==> src/rtl/mant_seq_mult_pkg.sv <==
// Shared constants and FSM state encoding for the sequential mantissa multiplier.
package mant_seq_mult_pkg;

   localparam int MANT_W = 11;
   localparam int ITER_W = 4;

   typedef enum logic [1:0] {
      IDLE = 2'b00,
      RUN  = 2'b01,
      DONE = 2'b10
   } state_t;

endpackage

==> src/rtl/mant_seq_mult_counter_4_bits_en.sv <==
// Iteration counter: up-counter with synchronous clear and count enable.
module counter_4_bits_en
   import mant_seq_mult_pkg::*;
(
   input  logic              clk,
   input  logic              n_rst,
   input  logic              clear,
   input  logic              en,
   output logic [ITER_W-1:0] count
);

   logic [ITER_W-1:0] count_r;

   // Count register: clear has priority over enable.
   always_ff @(posedge clk or negedge n_rst) begin
      if (!n_rst) begin
         count_r <= {ITER_W{1'b0}};
      end else if (clear) begin
         count_r <= {ITER_W{1'b0}};
      end else if (en) begin
         count_r <= count_r + ITER_W'(1);
      end else begin
         count_r <= count_r;
      end
   end

   assign count = count_r;

endmodule

==> src/rtl/mant_seq_mult.sv <==
// Shift-add mantissa multiplier: one multiplier bit retired per clock, product
// presented with a one-cycle done pulse after WIDTH iterations.
module mant_seq_mult
   import mant_seq_mult_pkg::*;
#(
   parameter int WIDTH = MANT_W
) (
   input  logic               clk,
   input  logic               n_rst,
   input  logic               start,
   input  logic [WIDTH-1:0]   a,
   input  logic [WIDTH-1:0]   b,
   output logic               busy,
   output logic               done,
   output logic [2*WIDTH-1:0] product
);

   state_t              state_r;
   state_t              state_next_s;
   logic                accept_s;
   logic                run_s;
   logic                last_s;
   logic [ITER_W-1:0]   cnt_s;
   logic [WIDTH-1:0]    mcand_r;
   logic [WIDTH-1:0]    mplier_r;
   logic [WIDTH:0]      acc_r;
   logic [WIDTH:0]      sum_s;
   logic                busy_r;
   logic                done_r;
   logic [2*WIDTH-1:0]  product_r;

   counter_4_bits_en u_cnt (
      .clk   (clk),
      .n_rst (n_rst),
      .clear (accept_s),
      .en    (run_s),
      .count (cnt_s)
   );

   assign run_s  = (state_r == RUN);
   assign last_s = run_s && (cnt_s == ITER_W'(WIDTH - 1));

   // Partial-product adder; acc is one bit wider to keep the carry.
   always_comb begin
      sum_s = {(WIDTH + 1){1'b0}};
      if (mplier_r[0]) begin
         sum_s = acc_r + {1'b0, mcand_r};
      end else begin
         sum_s = acc_r;
      end
   end

   // Next-state logic; start is only honoured in IDLE.
   always_comb begin
      state_next_s = state_r;
      accept_s     = 1'b0;
      case (state_r)
         IDLE: begin
            if (start) begin
               state_next_s = RUN;
               accept_s     = 1'b1;
            end else begin
               state_next_s = IDLE;
            end
         end
         RUN: begin
            if (last_s) begin
               state_next_s = DONE;
            end else begin
               state_next_s = RUN;
            end
         end
         DONE:    state_next_s = IDLE;
         default: state_next_s = IDLE;
      endcase
   end

   // State register.
   always_ff @(posedge clk or negedge n_rst) begin
      if (!n_rst) begin
         state_r <= IDLE;
      end else begin
         state_r <= state_next_s;
      end
   end

   // Operand load on accept, then {acc, mplier} shifts right once per iteration.
   always_ff @(posedge clk or negedge n_rst) begin
      if (!n_rst) begin
         mcand_r  <= {WIDTH{1'b0}};
         mplier_r <= {WIDTH{1'b0}};
         acc_r    <= {(WIDTH + 1){1'b0}};
      end else if (accept_s) begin
         mcand_r  <= a;
         mplier_r <= b;
         acc_r    <= {(WIDTH + 1){1'b0}};
      end else if (run_s) begin
         mcand_r  <= mcand_r;
         mplier_r <= {sum_s[0], mplier_r[WIDTH-1:1]};
         acc_r    <= {1'b0, sum_s[WIDTH:1]};
      end else begin
         mcand_r  <= mcand_r;
         mplier_r <= mplier_r;
         acc_r    <= acc_r;
      end
   end

   // Registered status and product; product is captured from the final shift.
   always_ff @(posedge clk or negedge n_rst) begin
      if (!n_rst) begin
         busy_r    <= 1'b0;
         done_r    <= 1'b0;
         product_r <= {(2 * WIDTH){1'b0}};
      end else begin
         busy_r <= (state_next_s != IDLE);
         done_r <= (state_next_s == DONE);
         if (last_s) begin
            product_r <= {sum_s, mplier_r[WIDTH-1:1]};
         end else begin
            product_r <= product_r;
         end
      end
   end

   assign busy    = busy_r;
   assign done    = done_r;
   assign product = product_r;

endmodule

==> config.mk <==
export PLATFORM = sky130hd
export DESIGN_NAME = mant_seq_mult
export DESIGN_NICKNAME = d
export VERILOG_FILES = /design/src/rtl/mant_seq_mult_pkg.sv /design/src/rtl/mant_seq_mult_counter_4_bits_en.sv /design/src/rtl/mant_seq_mult.sv
export SDC_FILE = /design/constraint.sdc
export NUM_CORES = 1
export LEC_CHECK = 0
export BUFFER_PORTS_ARGS = -buffer_cell sky130_fd_sc_hd__buf_2
export CAP_MARGIN = 20
export CORE_UTILIZATION = 52
export CTS_CLUSTER_DIAMETER = 50
export DETAILED_ROUTE_END_ITERATION = 8
export PLACE_DENSITY = 0.77
export SLEW_MARGIN = 40
export SYNTH_ARGS = -nofsm -noshare
export SYNTH_HDL_FRONTEND = slang
export SYNTH_HIERARCHICAL = 1
export SYNTH_SLANG_ARGS = --single-unit
==> constraint.sdc <==
create_clock -name clk -period 4.1 [get_ports clk]
set_input_delay 0.205 -clock clk [delete_from_list [all_inputs] [get_ports clk]]
set_output_delay 0.205 -clock clk [all_outputs]
set_load 0.1 [all_outputs]
Word level (Yosys, flattened, before mapping)
Index checks and enable logic that the tools add are counted.
{"block": "word_totals", "regBits": 64, "input_bits": 25, "output_inout_bits": 24, "elab_cells": 29}
{"block": "classes", "addsub": 2, "n_eq_ne": 3, "n_mux": 12, "n_reduce_logical": 4}
{"op": "$mux W12", "n": 3}
{"op": "$mux W11", "n": 2}
{"op": "$add A12 B11 Y12", "n": 1}
{"op": "$mux W4", "n": 2}
{"op": "$add A4 B1 Y4 const B", "n": 1}
{"op": "$eq A4 B4 Y1 const B", "n": 1}
{"op": "$pmux W2 S2", "n": 1}
{"op": "$reduce_bool A2 Y1", "n": 2}
{"op": "$mux W1", "n": 3}
{"op": "$eq A2 B1 Y1 const B", "n": 1}
{"op": "$eq A2 B2 Y1 const B", "n": 1}
{"op": "$logic_not A2 Y1", "n": 1}
{"op": "$mux W2", "n": 1}
{"op": "$logic_and A1 B1 Y1", "n": 1}

Longest topological paths before layout
{"block": "depth", "ltp_word": 5, "depth_mapped": 8, "depth_no_buf": 8}

By module
Netlist, hierarchy kept.
{"mod": "mant_seq_mult", "instances": 1, "cells_each": 294, "area_per_inst_um2": 2757.6, "seq_area_each_um2": 1476.4}
{"mod": "counter_4_bits_en", "instances": 1, "cells_each": 16, "area_per_inst_um2": 192.7, "seq_area_each_um2": 100.1}

Worst setup path before layout
OpenSTA, ideal clock, no wires.
{"block": "synth_path", "path_type": "register to register", "startpoint": "reg mcand_r[0]", "endpoint": "reg acc_r[7]", "setup_time_ns": 0.132, "arrival_ns": 1.905, "required_ns": 3.968, "path_slack_ns": 2.062, "stages_incl_launch_ff": 9, "synth_period_minus_slack_ns": 2.038, "cell_sequence": "dfrtp_1 > ha_1 > fa_1 > a21o_1 > a221oi_2 > o21ai_1 > xor2_1 > mux2i_1 > o21ai_1"}
{"block": "synth_between", "elab_chain_len": 4}
{"item": "start, declared", "line": "mant_seq_mult.sv:24", "text": "logic [WIDTH-1:0] mcand_r;"}
{"item": "start signal, assigned", "line": "mant_seq_mult.sv:90", "text": "mcand_r <= {WIDTH{1'b0}};"}
{"item": "start signal, assigned", "line": "mant_seq_mult.sv:98", "text": "mcand_r <= mcand_r;"}
{"item": "start signal, assigned", "line": "mant_seq_mult.sv:102", "text": "mcand_r <= mcand_r;"}
{"item": "$add A12 B11 Y12", "line": "mant_seq_mult.sv:47", "text": "sum_s = acc_r + {1'b0, mcand_r};"}
{"item": "$mux W12", "line": "mant_seq_mult.sv:46", "text": "if (mplier_r[0]) begin"}
{"item": "$mux W12", "line": "mant_seq_mult.sv:97", "text": "end else if (run_s) begin"}
{"item": "$mux W12", "line": "mant_seq_mult.sv:93", "text": "end else if (accept_s) begin"}
{"item": "end signal, assigned", "line": "mant_seq_mult.sv:92", "text": "acc_r <= {(WIDTH + 1){1'b0}};"}
{"item": "end signal, assigned", "line": "mant_seq_mult.sv:96", "text": "acc_r <= {(WIDTH + 1){1'b0}};"}
{"item": "end signal, assigned", "line": "mant_seq_mult.sv:100", "text": "acc_r <= {1'b0, sum_s[WIDTH:1]};"}
{"item": "end, declared", "line": "mant_seq_mult.sv:26", "text": "logic [WIDTH:0] acc_r;"}
Every way passes these cells. The select of a mux whose other input is x is not followed.
A chain may end at the register's enable or synchronous reset.

Worst setup path in the final report
{"block": "layout_path", "startpoint": "reg state_r[1]", "endpoint": "reg product_r[21], in the netlist product[21]"}
{"block": "layout_between", "elab_chain_len": 2}
{"item": "start, declared", "line": "mant_seq_mult.sv:18", "text": "state_t state_r;"}
{"item": "start signal, assigned", "line": "mant_seq_mult.sv:83", "text": "state_r <= state_next_s;"}
{"item": "$eq A2 B1 Y1", "line": "mant_seq_mult.sv:40", "text": "assign run_s = (state_r == RUN);"}
{"item": "$logic_and A1 B1 Y1", "line": "mant_seq_mult.sv:41", "text": "assign last_s = run_s && (cnt_s == ITER_W'(WIDTH - 1));"}
{"item": "end signal, assigned", "line": "mant_seq_mult.sv:113", "text": "product_r <= {(2 * WIDTH){1'b0}};"}
{"item": "end signal, assigned", "line": "mant_seq_mult.sv:118", "text": "product_r <= {sum_s, mplier_r[WIDTH-1:1]};"}
{"item": "end signal, assigned", "line": "mant_seq_mult.sv:120", "text": "product_r <= product_r;"}
{"item": "end, declared", "line": "mant_seq_mult.sv:30", "text": "logic [2*WIDTH-1:0] product_r;"}
Every way passes these cells.

==> flow_summary_export.csv <==
group,metric,value,unit
run_status,status,"completed",
critical_path,endpoint_kind,"register",
routing,postRouteAntennaNets,0,
critical_path,r2r_start,"state_r[1]",
sta,layout_min_cycle_time,2.26,ns
hold_path,worst_hold_path.num_cells,3,
layout,drive_gt1_share,21.4,%
place,hpwl,4.20,mm
floorplan,core-area,5470,µm²
critical_path,critPathKind,"reg2reg",
cts,clkSlewWorstSetupHoldPaths,0.07,ns
sta,skew,0.0114,ns
synth,async_flop_share,100,%
sta,max_slew_margin,47.0,%
cts,cts_resized,0,
hold_path,hp-class,"in2reg",
synth,synth_cell_types,37,
synth,yosysTopAreaCellShare,53.4,%
global_routing,grt_usage,22.6,%
layout,final_cell_mix,"nand2_1 (106), dfrtp_1 (63), buf_2 (48)",
routing,viasPerCell,5.20,
layout,mostFrequentLayoutCell,"nand2_1",
sta,fin_crit_sh,55.0,%
global_routing,antenna_found_initial,0,
cts,clock_path_buffers,2,
sta,final-hold-violation-count,0,
critical_path,cp_max_fo,29,
routing,drt_iter0_drc,145,
run,cap_violations,0,
routing,wl_per_cell,13.5,µm
cts,cts_inserted_buffers,9,
floorplan,num_rows,27,
layout,fillers,482,
floorplan,start_util,53.9,%
synth,synth_cells,310,
synth,netlist_area,2950,µm²
synth,synth_area_per_cell,9.52,µm²
critical_path,crit_chain,"nand2b_1 > inv_2 > nand2_1 > buf_4 > o31ai_1",
critical_path,crit_slowest_cell,"nand2b_1",
global_routing,use_met1,32.9,%
routing,first_pass_iters,5,
sta,fmax,443,MHz
global_routing,grt_pass1_wl,10.3,mm
global_routing,first_global_vias,2218,
synth,synth_fp_nets,348,
floorplan,die_y,77.3,µm
critical_path,arrival,2.51,ns
cts,clk_latency,0.35,ns
layout,multi_input_area,1300,µm²
cts,h-tree-depth,3,
routing,wl,5.90,mm
critical_path,worst_setup_path_start_kind,"register",
cts,cts_num_sinks,63,
synth,synth-seq-cells,63,
critical_path,reg2regPathDepth,5,
global_routing,grt_most_used_layer,"met1",
sta,drv_slew,0,
critical_path,rr_endpoint,"product[21]",
global_routing,use_met2,32.5,%
sta,rsz0062_at_grt,"no",
layout,ff_latch_area,1580,µm²
place,portBuffers,48,
sta,tns,0,ns
global_routing,met3_usage,4.76,%
critical_path,cp_slowest_stage_delay,0.50,ns
hold_path,min-delay-start,"a[9]",
sta,setup_viol,0,
global_routing,overflow,0,
floorplan,die_area,5980,µm²
layout,area_delta_synth_final,17.6,%
cts,cts-root-buf,"clkbuf_8",
layout,fin_nets,397,
layout,diodes,0,
critical_path,cp.required,4.35,ns
synth,yosys.area.top_type,"dfrtp_1",
critical_path,reg2reg_slack,1.84,ns
cts,cts_tree,"yes",
hold_path,min_to,"mcand_r[9]",
routing,drc,0,
synth,yosys-top-cells-area,"dfrtp_1 (53%), nand2_1 (13%), ha_1 (5.1%)",
synth,synth_edf_count,0,
sta,tightestPinTransition,0.792,ns
global_routing,grt_max_degree,64,
synth,ys_seq_area_share,53.4,%
place,gp_congestion,0.854,
floorplan,pin_count,49,
routing,vias,2268,
synth,yosysWarnings,6,
synth,synth_flop_cell,"dfrtp_1",
floorplan,die_w,77.3,µm
## sequential cells by signal (all words and copies together), names as in the netlist
| name | cells |
|---|---|
| acc_r | 11 |
| busy | 1 |
| done | 1 |
| mcand_r | 11 |
| mplier_r | 11 |
| product | 22 |
| state_r | 2 |
| u_cnt/count | 4 |
## area by class of cell
type / count / share of cell area [%]
multi-input combinational: 227 / 37.4
clock buffer: 10 / 3.97
tap: 72 / 2.60
clock inverter: 6 / 1.98
sequential: 63 / 45.5
timing repair buffer: 52 / 7.97
inverter: 6 / 0.649
## worst max path at each step
stage	end	cells past startpoint	from
3_5_place_dp	product[21]	5	state_r[1]
3_3_place_gp	product[21]	5	state_r[1]
4_1_cts	product[21]	5	state_r[1]
6_report	product[21]	5	state_r[1]
5_1_grt	product[10]	6	state_r[1]
2_1_floorplan	acc_r[7]	8	mcand_r[0]
## logic make-up after synthesis
| kind of cell | count (synthesis) | share of synthesized area, % |
|---|---|---|
| adders and majority gates | 13 | 5.77 |
| xor gates and xnor gates | 8 | 2.37 |
| DFF | 63 | 53.4 |
| muxes | 10 | 3.56 |
| AOI/OAI and AO/OA | 60 | 13.2 |
| and+or+nand+nor | 136 | 19.0 |
| buffers and inverters | 20 | 2.63 |
## metrics by stage
step           util (%)  instance area [µm²]  setup WS, ns  cells  hold WS (ns)
6_report           63.4                 3470          1.84    436        0.0502
3_5_place_dp       59.4                 3250          1.84    419         0.396
5_1_grt            63.4                 3470          1.60    436        0.0463
2_1_floorplan         -                 2950          2.06    310       -0.0906
3_3_place_gp       59.4                 3250          1.90    419         0.395
4_1_cts            63.1                 3450          1.83    435        0.0373
## synth_stat cells, drive strengths merged (2+ instances only)
library cell and number:
a31oi 4, a21oi 6, nor2b 3, nand3 10
nand4 2, nand2 107, dfrtp 63, and3 2
or3 2, o21ai 28, a22oi 11, clkbuf 11
mux2i 9, inv 6, nor2 6, xor2 3
xnor2 5, buf 3, o31ai 2, ha 12
a21o 4
## worst max-delay path: cells and delay by family, from the launching register on
kind / cells / cell delay, ns
and+or+nand+nor: 2 / 0.77
DFF: 1 / 0.37
buffers and inverters: 2 / 0.76
AOI/OAI and AO/OA: 1 / 0.25
## what timing repair did
item | CTS | global route
hold buffers | 0 | 1
endpoints found under the hold margin | 0 | 61
setup buffers | 0 | 0
setup endpoints to repair | 0 | 0
## metal layers
layer	wire length (µm)	share of wire [%]	vias to the layer above
li1	-	-	1154
met1	3010	51	1051
met2	2520	43	55
met3	290	4.9	8
met4	80	1.4	0
met5	0	0	-
Power is left out: the tool's default activity adds up to more than one toggle a clock period on the data nets, which glitch-free logic cannot reach.
